==> config.mk <==
export PLATFORM = sky130hd
export DESIGN_NAME = dm_arbiter_flat
export DESIGN_NICKNAME = d
export VERILOG_FILES = /design/src/rtl/dm_arbiter_pkg.sv /design/src/rtl/dm_arbiter_if.sv /design/src/rtl/dm_arbiter_rr_picker.sv /design/src/rtl/dm_arbiter.sv /design/src/flat_wrapper.sv
export SDC_FILE = /design/constraint.sdc
export NUM_CORES = 1
export LEC_CHECK = 0
export ABC_AREA = 1
export BUFFER_PORTS_ARGS = -buffer_cell sky130_fd_sc_hd__buf_4
export CORE_UTILIZATION = 45
export DETAILED_ROUTE_END_ITERATION = 10
export PLACE_DENSITY = 0.79
export SETUP_SLACK_MARGIN = 0.5
export SYNTH_ARGS = -nofsm -noshare
export SYNTH_HDL_FRONTEND = slang
export SYNTH_SLANG_ARGS = --single-unit
==> constraint.sdc <==
create_clock -name clk -period 4.4 [get_ports clk]
set_clock_uncertainty 0.2 [all_clocks]
set_input_delay 0.44 -clock clk [delete_from_list [all_inputs] [get_ports clk]]
set_output_delay 0.44 -clock clk [all_outputs]
set_load 0.05 [all_outputs]
==> src/rtl/dm_arbiter_pkg.sv <==
// ============================================================================
// dm_arb_pkg : shared types and sizing for the data-memory arbiter
// Revision   : 1.0
// ============================================================================
`default_nettype none

package dm_arb_pkg;

  typedef enum logic [1:0] {
    IDLE   = 2'd0,
    ACCESS = 2'd1,
    RDWAIT = 2'd2,
    DONE   = 2'd3
  } state_e;

  function automatic int clog2(input int value);
    int r;
    r = 1;
    while ((1 << r) < value) r = r + 1;
    return r;
  endfunction

  // Index width sized for the largest supported core count.
  localparam int MAX_CORES = 8;
  localparam int IDX_W     = clog2(MAX_CORES);

endpackage

`default_nettype wire

==> src/rtl/dm_arbiter_if.sv <==
// ============================================================================
// dm_arbiter_if : core-side request bus and memory port of the DM arbiter
// Revision      : 1.0
// ============================================================================
`default_nettype none

interface dm_arbiter_if #(
  parameter int NUM_CORES = 4,
  parameter int AW        = 16,
  parameter int DW        = 16
);

  logic [NUM_CORES-1:0]    req;
  logic [NUM_CORES-1:0]    we;
  logic [NUM_CORES*AW-1:0] addr;
  logic [NUM_CORES*DW-1:0] wdata;
  logic [NUM_CORES-1:0]    ack;
  logic [DW-1:0]           rdata;
  logic                    mem_en;
  logic                    mem_we;
  logic [AW-1:0]           mem_addr;
  logic [DW-1:0]           mem_wdata;
  logic [DW-1:0]           mem_rdata;
  logic                    busy;

  modport slave (
    input  req, we, addr, wdata, mem_rdata,
    output ack, rdata, mem_en, mem_we, mem_addr, mem_wdata, busy
  );

  modport master (
    output req, we, addr, wdata, mem_rdata,
    input  ack, rdata, mem_en, mem_we, mem_addr, mem_wdata, busy
  );

endinterface

`default_nettype wire

==> src/rtl/dm_arbiter_rr_picker.sv <==
// ============================================================================
// rr_picker : combinational round-robin winner select (rotate + priority enc)
// Revision  : 1.0
// ============================================================================
`default_nettype none

module rr_picker
  import dm_arb_pkg::*;
#(
  parameter int NUM_CORES = 4
) (
  input  logic [NUM_CORES-1:0] req,
  input  logic [IDX_W-1:0]     ptr,
  output logic                 valid,
  output logic [IDX_W-1:0]     idx
);

  logic [2*NUM_CORES-1:0] dbl;
  logic [NUM_CORES-1:0]   rot;
  logic [IDX_W-1:0]       offset;
  logic [IDX_W:0]         sum;

  always_comb begin
    dbl    = {req, req};
    rot    = NUM_CORES'(dbl >> ptr);
    valid  = 1'b0;
    offset = '0;
    // Downward scan so the lowest set bit (closest to the pointer) wins.
    for (int k = NUM_CORES - 1; k >= 0; k--) begin
      if (rot[k]) begin
        valid  = 1'b1;
        offset = IDX_W'(k);
      end
    end
    sum = {1'b0, ptr} + {1'b0, offset};
    if (sum >= (IDX_W + 1)'(NUM_CORES)) begin
      sum = sum - (IDX_W + 1)'(NUM_CORES);
    end
    idx = sum[IDX_W-1:0];
  end

endmodule

`default_nettype wire

==> src/rtl/dm_arbiter.sv <==
// ============================================================================
// dm_arbiter : round-robin sequencer sharing one single-port DM among cores
// Revision   : 1.0
// ============================================================================
`default_nettype none

module dm_arbiter
  import dm_arb_pkg::*;
#(
  parameter int NUM_CORES = 4,
  parameter int AW        = 16,
  parameter int DW        = 16
) (
  input  logic         clk,
  input  logic         rst,
  dm_arbiter_if.slave  bus
);

  state_e               state_q, state_d;
  logic [IDX_W-1:0]     ptr_q, ptr_d;
  logic [IDX_W-1:0]     win_q, win_d;
  logic [NUM_CORES-1:0] ack_q, ack_d;
  logic [DW-1:0]        rdata_q, rdata_d;
  logic                 mem_en_q, mem_en_d;
  logic                 mem_we_q, mem_we_d;
  logic [AW-1:0]        mem_addr_q, mem_addr_d;
  logic [DW-1:0]        mem_wdata_q, mem_wdata_d;
  logic                 busy_q, busy_d;

  logic [NUM_CORES-1:0] masked_req;
  logic                 pick_valid;
  logic [IDX_W-1:0]     pick_idx;

  assign masked_req = bus.req & ~ack_q;

  rr_picker #(
    .NUM_CORES (NUM_CORES)
  ) u_picker (
    .req   (masked_req),
    .ptr   (ptr_q),
    .valid (pick_valid),
    .idx   (pick_idx)
  );

  always_comb begin
    state_d     = state_q;
    ptr_d       = ptr_q;
    win_d       = win_q;
    ack_d       = '0;
    rdata_d     = rdata_q;
    mem_en_d    = mem_en_q;
    mem_we_d    = mem_we_q;
    mem_addr_d  = mem_addr_q;
    mem_wdata_d = mem_wdata_q;
    busy_d      = busy_q;

    case (state_q)
      IDLE: begin
        if (pick_valid) begin
          win_d    = pick_idx;
          ptr_d    = (pick_idx == IDX_W'(NUM_CORES - 1)) ? '0 : pick_idx + IDX_W'(1);
          mem_en_d = 1'b1;
          for (int i = 0; i < NUM_CORES; i++) begin
            if (pick_idx == IDX_W'(i)) begin
              mem_we_d    = bus.we[i];
              mem_addr_d  = bus.addr[i*AW +: AW];
              mem_wdata_d = bus.wdata[i*DW +: DW];
            end
          end
          state_d = ACCESS;
          busy_d  = 1'b1;
        end
      end

      ACCESS: begin
        // mem_we_q still holds the latched direction for this cycle.
        mem_en_d = 1'b0;
        mem_we_d = 1'b0;
        if (mem_we_q) begin
          state_d = DONE;
          for (int i = 0; i < NUM_CORES; i++) begin
            if (win_q == IDX_W'(i)) ack_d[i] = 1'b1;
          end
        end else begin
          state_d = RDWAIT;
        end
      end

      RDWAIT: begin
        rdata_d = bus.mem_rdata;
        state_d = DONE;
        for (int i = 0; i < NUM_CORES; i++) begin
          if (win_q == IDX_W'(i)) ack_d[i] = 1'b1;
        end
      end

      DONE: begin
        state_d = IDLE;
        busy_d  = 1'b0;
      end

      default: begin
        state_d  = IDLE;
        mem_en_d = 1'b0;
        mem_we_d = 1'b0;
        busy_d   = 1'b0;
      end
    endcase
  end

  always_ff @(posedge clk or posedge rst) begin
    if (rst) begin
      state_q     <= IDLE;
      ptr_q       <= '0;
      win_q       <= '0;
      ack_q       <= '0;
      rdata_q     <= '0;
      mem_en_q    <= 1'b0;
      mem_we_q    <= 1'b0;
      mem_addr_q  <= '0;
      mem_wdata_q <= '0;
      busy_q      <= 1'b0;
    end else begin
      state_q     <= state_d;
      ptr_q       <= ptr_d;
      win_q       <= win_d;
      ack_q       <= ack_d;
      rdata_q     <= rdata_d;
      mem_en_q    <= mem_en_d;
      mem_we_q    <= mem_we_d;
      mem_addr_q  <= mem_addr_d;
      mem_wdata_q <= mem_wdata_d;
      busy_q      <= busy_d;
    end
  end

  assign bus.ack       = ack_q;
  assign bus.rdata     = rdata_q;
  assign bus.mem_en    = mem_en_q;
  assign bus.mem_we    = mem_we_q;
  assign bus.mem_addr  = mem_addr_q;
  assign bus.mem_wdata = mem_wdata_q;
  assign bus.busy      = busy_q;

endmodule

`default_nettype wire

==> src/flat_wrapper.sv <==
// flat-port wrapper written by rule: the top's interface ports become plain ports
module dm_arbiter_flat import dm_arb_pkg::*;
#(
  parameter int NUM_CORES = 4,
  parameter int AW        = 16,
  parameter int DW        = 16
)
  (clk, rst, bus_req, bus_we, bus_addr, bus_wdata, bus_mem_rdata, bus_ack, bus_rdata, bus_mem_en, bus_mem_we, bus_mem_addr, bus_mem_wdata, bus_busy);
  dm_arbiter_if #(.NUM_CORES(NUM_CORES), .AW(AW), .DW(DW)) bus_i ();
  input  logic clk;
  input  logic rst;
  input wire logic [$bits(bus_i.req)-1:0] bus_req;
  input wire logic [$bits(bus_i.we)-1:0] bus_we;
  input wire logic [$bits(bus_i.addr)-1:0] bus_addr;
  input wire logic [$bits(bus_i.wdata)-1:0] bus_wdata;
  input wire logic [$bits(bus_i.mem_rdata)-1:0] bus_mem_rdata;
  output wire logic [$bits(bus_i.ack)-1:0] bus_ack;
  output wire logic [$bits(bus_i.rdata)-1:0] bus_rdata;
  output wire logic [$bits(bus_i.mem_en)-1:0] bus_mem_en;
  output wire logic [$bits(bus_i.mem_we)-1:0] bus_mem_we;
  output wire logic [$bits(bus_i.mem_addr)-1:0] bus_mem_addr;
  output wire logic [$bits(bus_i.mem_wdata)-1:0] bus_mem_wdata;
  output wire logic [$bits(bus_i.busy)-1:0] bus_busy;
  assign bus_i.req = bus_req;
  assign bus_i.we = bus_we;
  assign bus_i.addr = bus_addr;
  assign bus_i.wdata = bus_wdata;
  assign bus_i.mem_rdata = bus_mem_rdata;
  assign bus_ack = bus_i.ack;
  assign bus_rdata = bus_i.rdata;
  assign bus_mem_en = bus_i.mem_en;
  assign bus_mem_we = bus_i.mem_we;
  assign bus_mem_addr = bus_i.mem_addr;
  assign bus_mem_wdata = bus_i.mem_wdata;
  assign bus_busy = bus_i.busy;
  dm_arbiter #(.NUM_CORES(NUM_CORES), .AW(AW), .DW(DW)) u_core (.clk(clk), .rst(rst), .bus(bus_i));
endmodule
==> reports/metrics.yaml <==
netlist_instances: 559
io_buffers: 208
die_w_um: 98.2
htreeDepth: 3
antenna_left: 0
synth_nets: 724
pin_count: 209
grt_usage_pct: 25.5
drive_gt1_share_pct: 39.1
rows: 34
initial_utilization_pct: 47.0
ctsLongestPathBuffers: 2
synth_top_area_share_pct: 37.9
cp-end-kind: "flip-flop"
startpoint_type: "flip-flop"
drv_cap: 0
violations: "DRC"
n_antenna_cell: 0
postSynthAreaPerCell_um2: 7.45
avgRoutedWirePerCell_um: 14.0
finalSetupTns_ns: 0
hp-class: "primary input to flip-flop"
first_iter_violations: 217
cts_tree: "yes"
period_needed_ns: 3.56
drc: 18
fin_crit_sh_pct: 80.9
final_util_pct: 67.3
syn_to_final_growth_pct: 43.0
ys_seq_area_share_pct: 37.9
grt_overflow_total: 0
crit_fanout: 64
setup_viol: 0
nNetsFinal: 922
cts_buffers: 9
place.gp.congestion: 0.923
required_ns: 4.43
synthTopCellsByArea: "dfrtp_1 (38%), nand2_1 (17%), nand3_1 (13%)"
yosys.area.top_type: "dfrtp_1"
antenna_found_initial: 0
syn_area_um2: 4160
worst_pin_slew_ns: 0.728
drtPass1Iterations: 8
totalWireLength_mm: 12.2
num_vias: 4399
grt_max_degree: 65
status: "complete, but fails checks"
synth_edf_count: 0
place_hpwl_mm: 8.96
slew_viol_final: 0
ys_ff_latch: 63
arrival_ns: 3.59
hold_violations: 0
yosysWarnings: 0
slew_headroom_pct: 51.5
cts_root_buf: "clkbuf_8"
grt_pass1_wl_mm: 19.7
die_y_um: 98.2
path_clk_slew_ns: 0.08
synth-async-reset-ratio_pct: 100
rsz0062_at_grt: "false"
fmax_ghz: 0.281
clock-sinks: 63
synth_cell_types: 33
synthTopCellsByCount: "nand2_1 (192), nand3_1 (108), dfrtp_1 (63)"
coreArea_um2: 8850
critical_path_class: "flip-flop to flip-flop"
grt_pass1_vias: 4217
clock_latency_ns: 0.33
viasPerCell: 5.06
ys.flop_type: "dfrtp_1"
die-area_um2: 9640
yosysMostFrequentCell: "nand2_1"
[routing by layer]
layer  vias up  GRT usage (%)  share of wire, %
met5         -              0                 0
li1       2165              -                 -
met2       208           43.4                49
met4         0           6.20               1.1
met3        10           6.80               9.4
met1      2016           32.4                41
[logic make-up (layout without fill, tap and decap cells)]
| logic type | count (synthesis) | in the layout | share of synthesized area [%] |
|---|---|---|---|
| and+or+nand+nor | 369 | 369 | 42.7 |
| AOI/OAI and AO/OA | 13 | 13 | 2.25 |
| DFF | 63 | 63 | 37.9 |
| adders and majority gates | 11 | 11 | 3.49 |
| muxes | 16 | 16 | 4.33 |
| buffers and inverters | 87 | 290 | 9.35 |
[state kept, by name, indices dropped and copies added, names as in the netlist]
| signal | count |
|---|---|
| u_core.bus.mem_en | 1 |
| u_core.bus.mem_we | 1 |
| u_core.state_q | 2 |
| u_core.bus.rdata | 16 |
| u_core.bus.busy | 1 |
| u_core.bus.mem_addr | 16 |
| u_core.ptr_q | 3 |
| u_core.bus.mem_wdata | 16 |
| u_core.bus.ack | 4 |
| u_core.win_q | 3 |
[worst max-delay path, stage by stage (launching register included)]
cell,delay (ns)
dfrtp_1,0.45
inv_2,0.15
nand3_2,0.10
nand2_1,0.07
nand2_1,0.06
nand2_2,0.12
nand3_1,0.08
a21boi_0,0.18
ha_1,0.22
fa_1,0.47
inv_1,0.15
ha_2,0.29
nand2_8,0.21
or2_2,0.35
nand3_1,0.11
nand3_1,0.08
nand3_1,0.07
nand2_1,0.06
[path summary, 6_finish.rpt]
kind	from	endpoint	slack, ns	depth (start not counted)
max in group asynchronous	rst	u_core.ptr_q[1]	2.54	4
min	bus_mem_rdata[0]	u_core.bus.rdata[0]	0.13	2
min reg2reg	u_core.bus.mem_wdata[3]	u_core.bus.mem_wdata[3]	0.28	2
min in group asynchronous	rst	u_core.bus.rdata[5]	0.54	3
max reg2reg	u_core.ptr_q[0]	u_core.bus.mem_wdata[13]	0.84	17
max	u_core.ptr_q[0]	u_core.bus.mem_wdata[13]	0.84	17
[stage by stage]
step	cells	worst slack (ns)	hold slack [ns]	area, µm²
final	870	0.843	0.134	5950
after global routing	870	0.538	0.110	5950
after CTS	870	0.685	0.119	5940
after detailed placement	853	0.709	0.266	5760
after global placement	853	0.785	0.265	5760
after floorplan	559	1.03	0.261	4160
[repair_timing]
| action | in CTS | in global routing |
|---|---|---|
| gates resized for setup | 0 | 3 |
| hold buffers | 1 | 0 |
| endpoints found under the setup margin | 0 | 32 |
| buffers inserted | 0 | 0 |
| endpoints found under the hold margin | 25 | 0 |
[layout make-up]
type                       count  area, µm²
fill                         770       2900
sequential                    63       1580
inverter                      60        225
tap                          108        135
clock buffer                  10        138
multi-input combinational    409       2210
timing repair buffer         214       1630
clock inverter                 6       36.3
[placed cells by master, fill, tap and decap left out, types with 4 or more instances in the layout]
cell / count
buf_4: 211
clkbuf_8: 10
clkinv_2: 4
dfrtp_1: 62
ha_1: 9
inv_1: 55
inv_2: 5
mux2_2: 16
nand2_1: 192
nand2_2: 8
nand2_8: 4
nand3_1: 108
nand3_2: 5
nor2_1: 6
nor4_1: 4
o21ai_2: 6
or2_0: 16
or2_2: 16
Power is not shown: default switching activity piles up to over one toggle a cycle in this logic, so the estimate is an artifact.
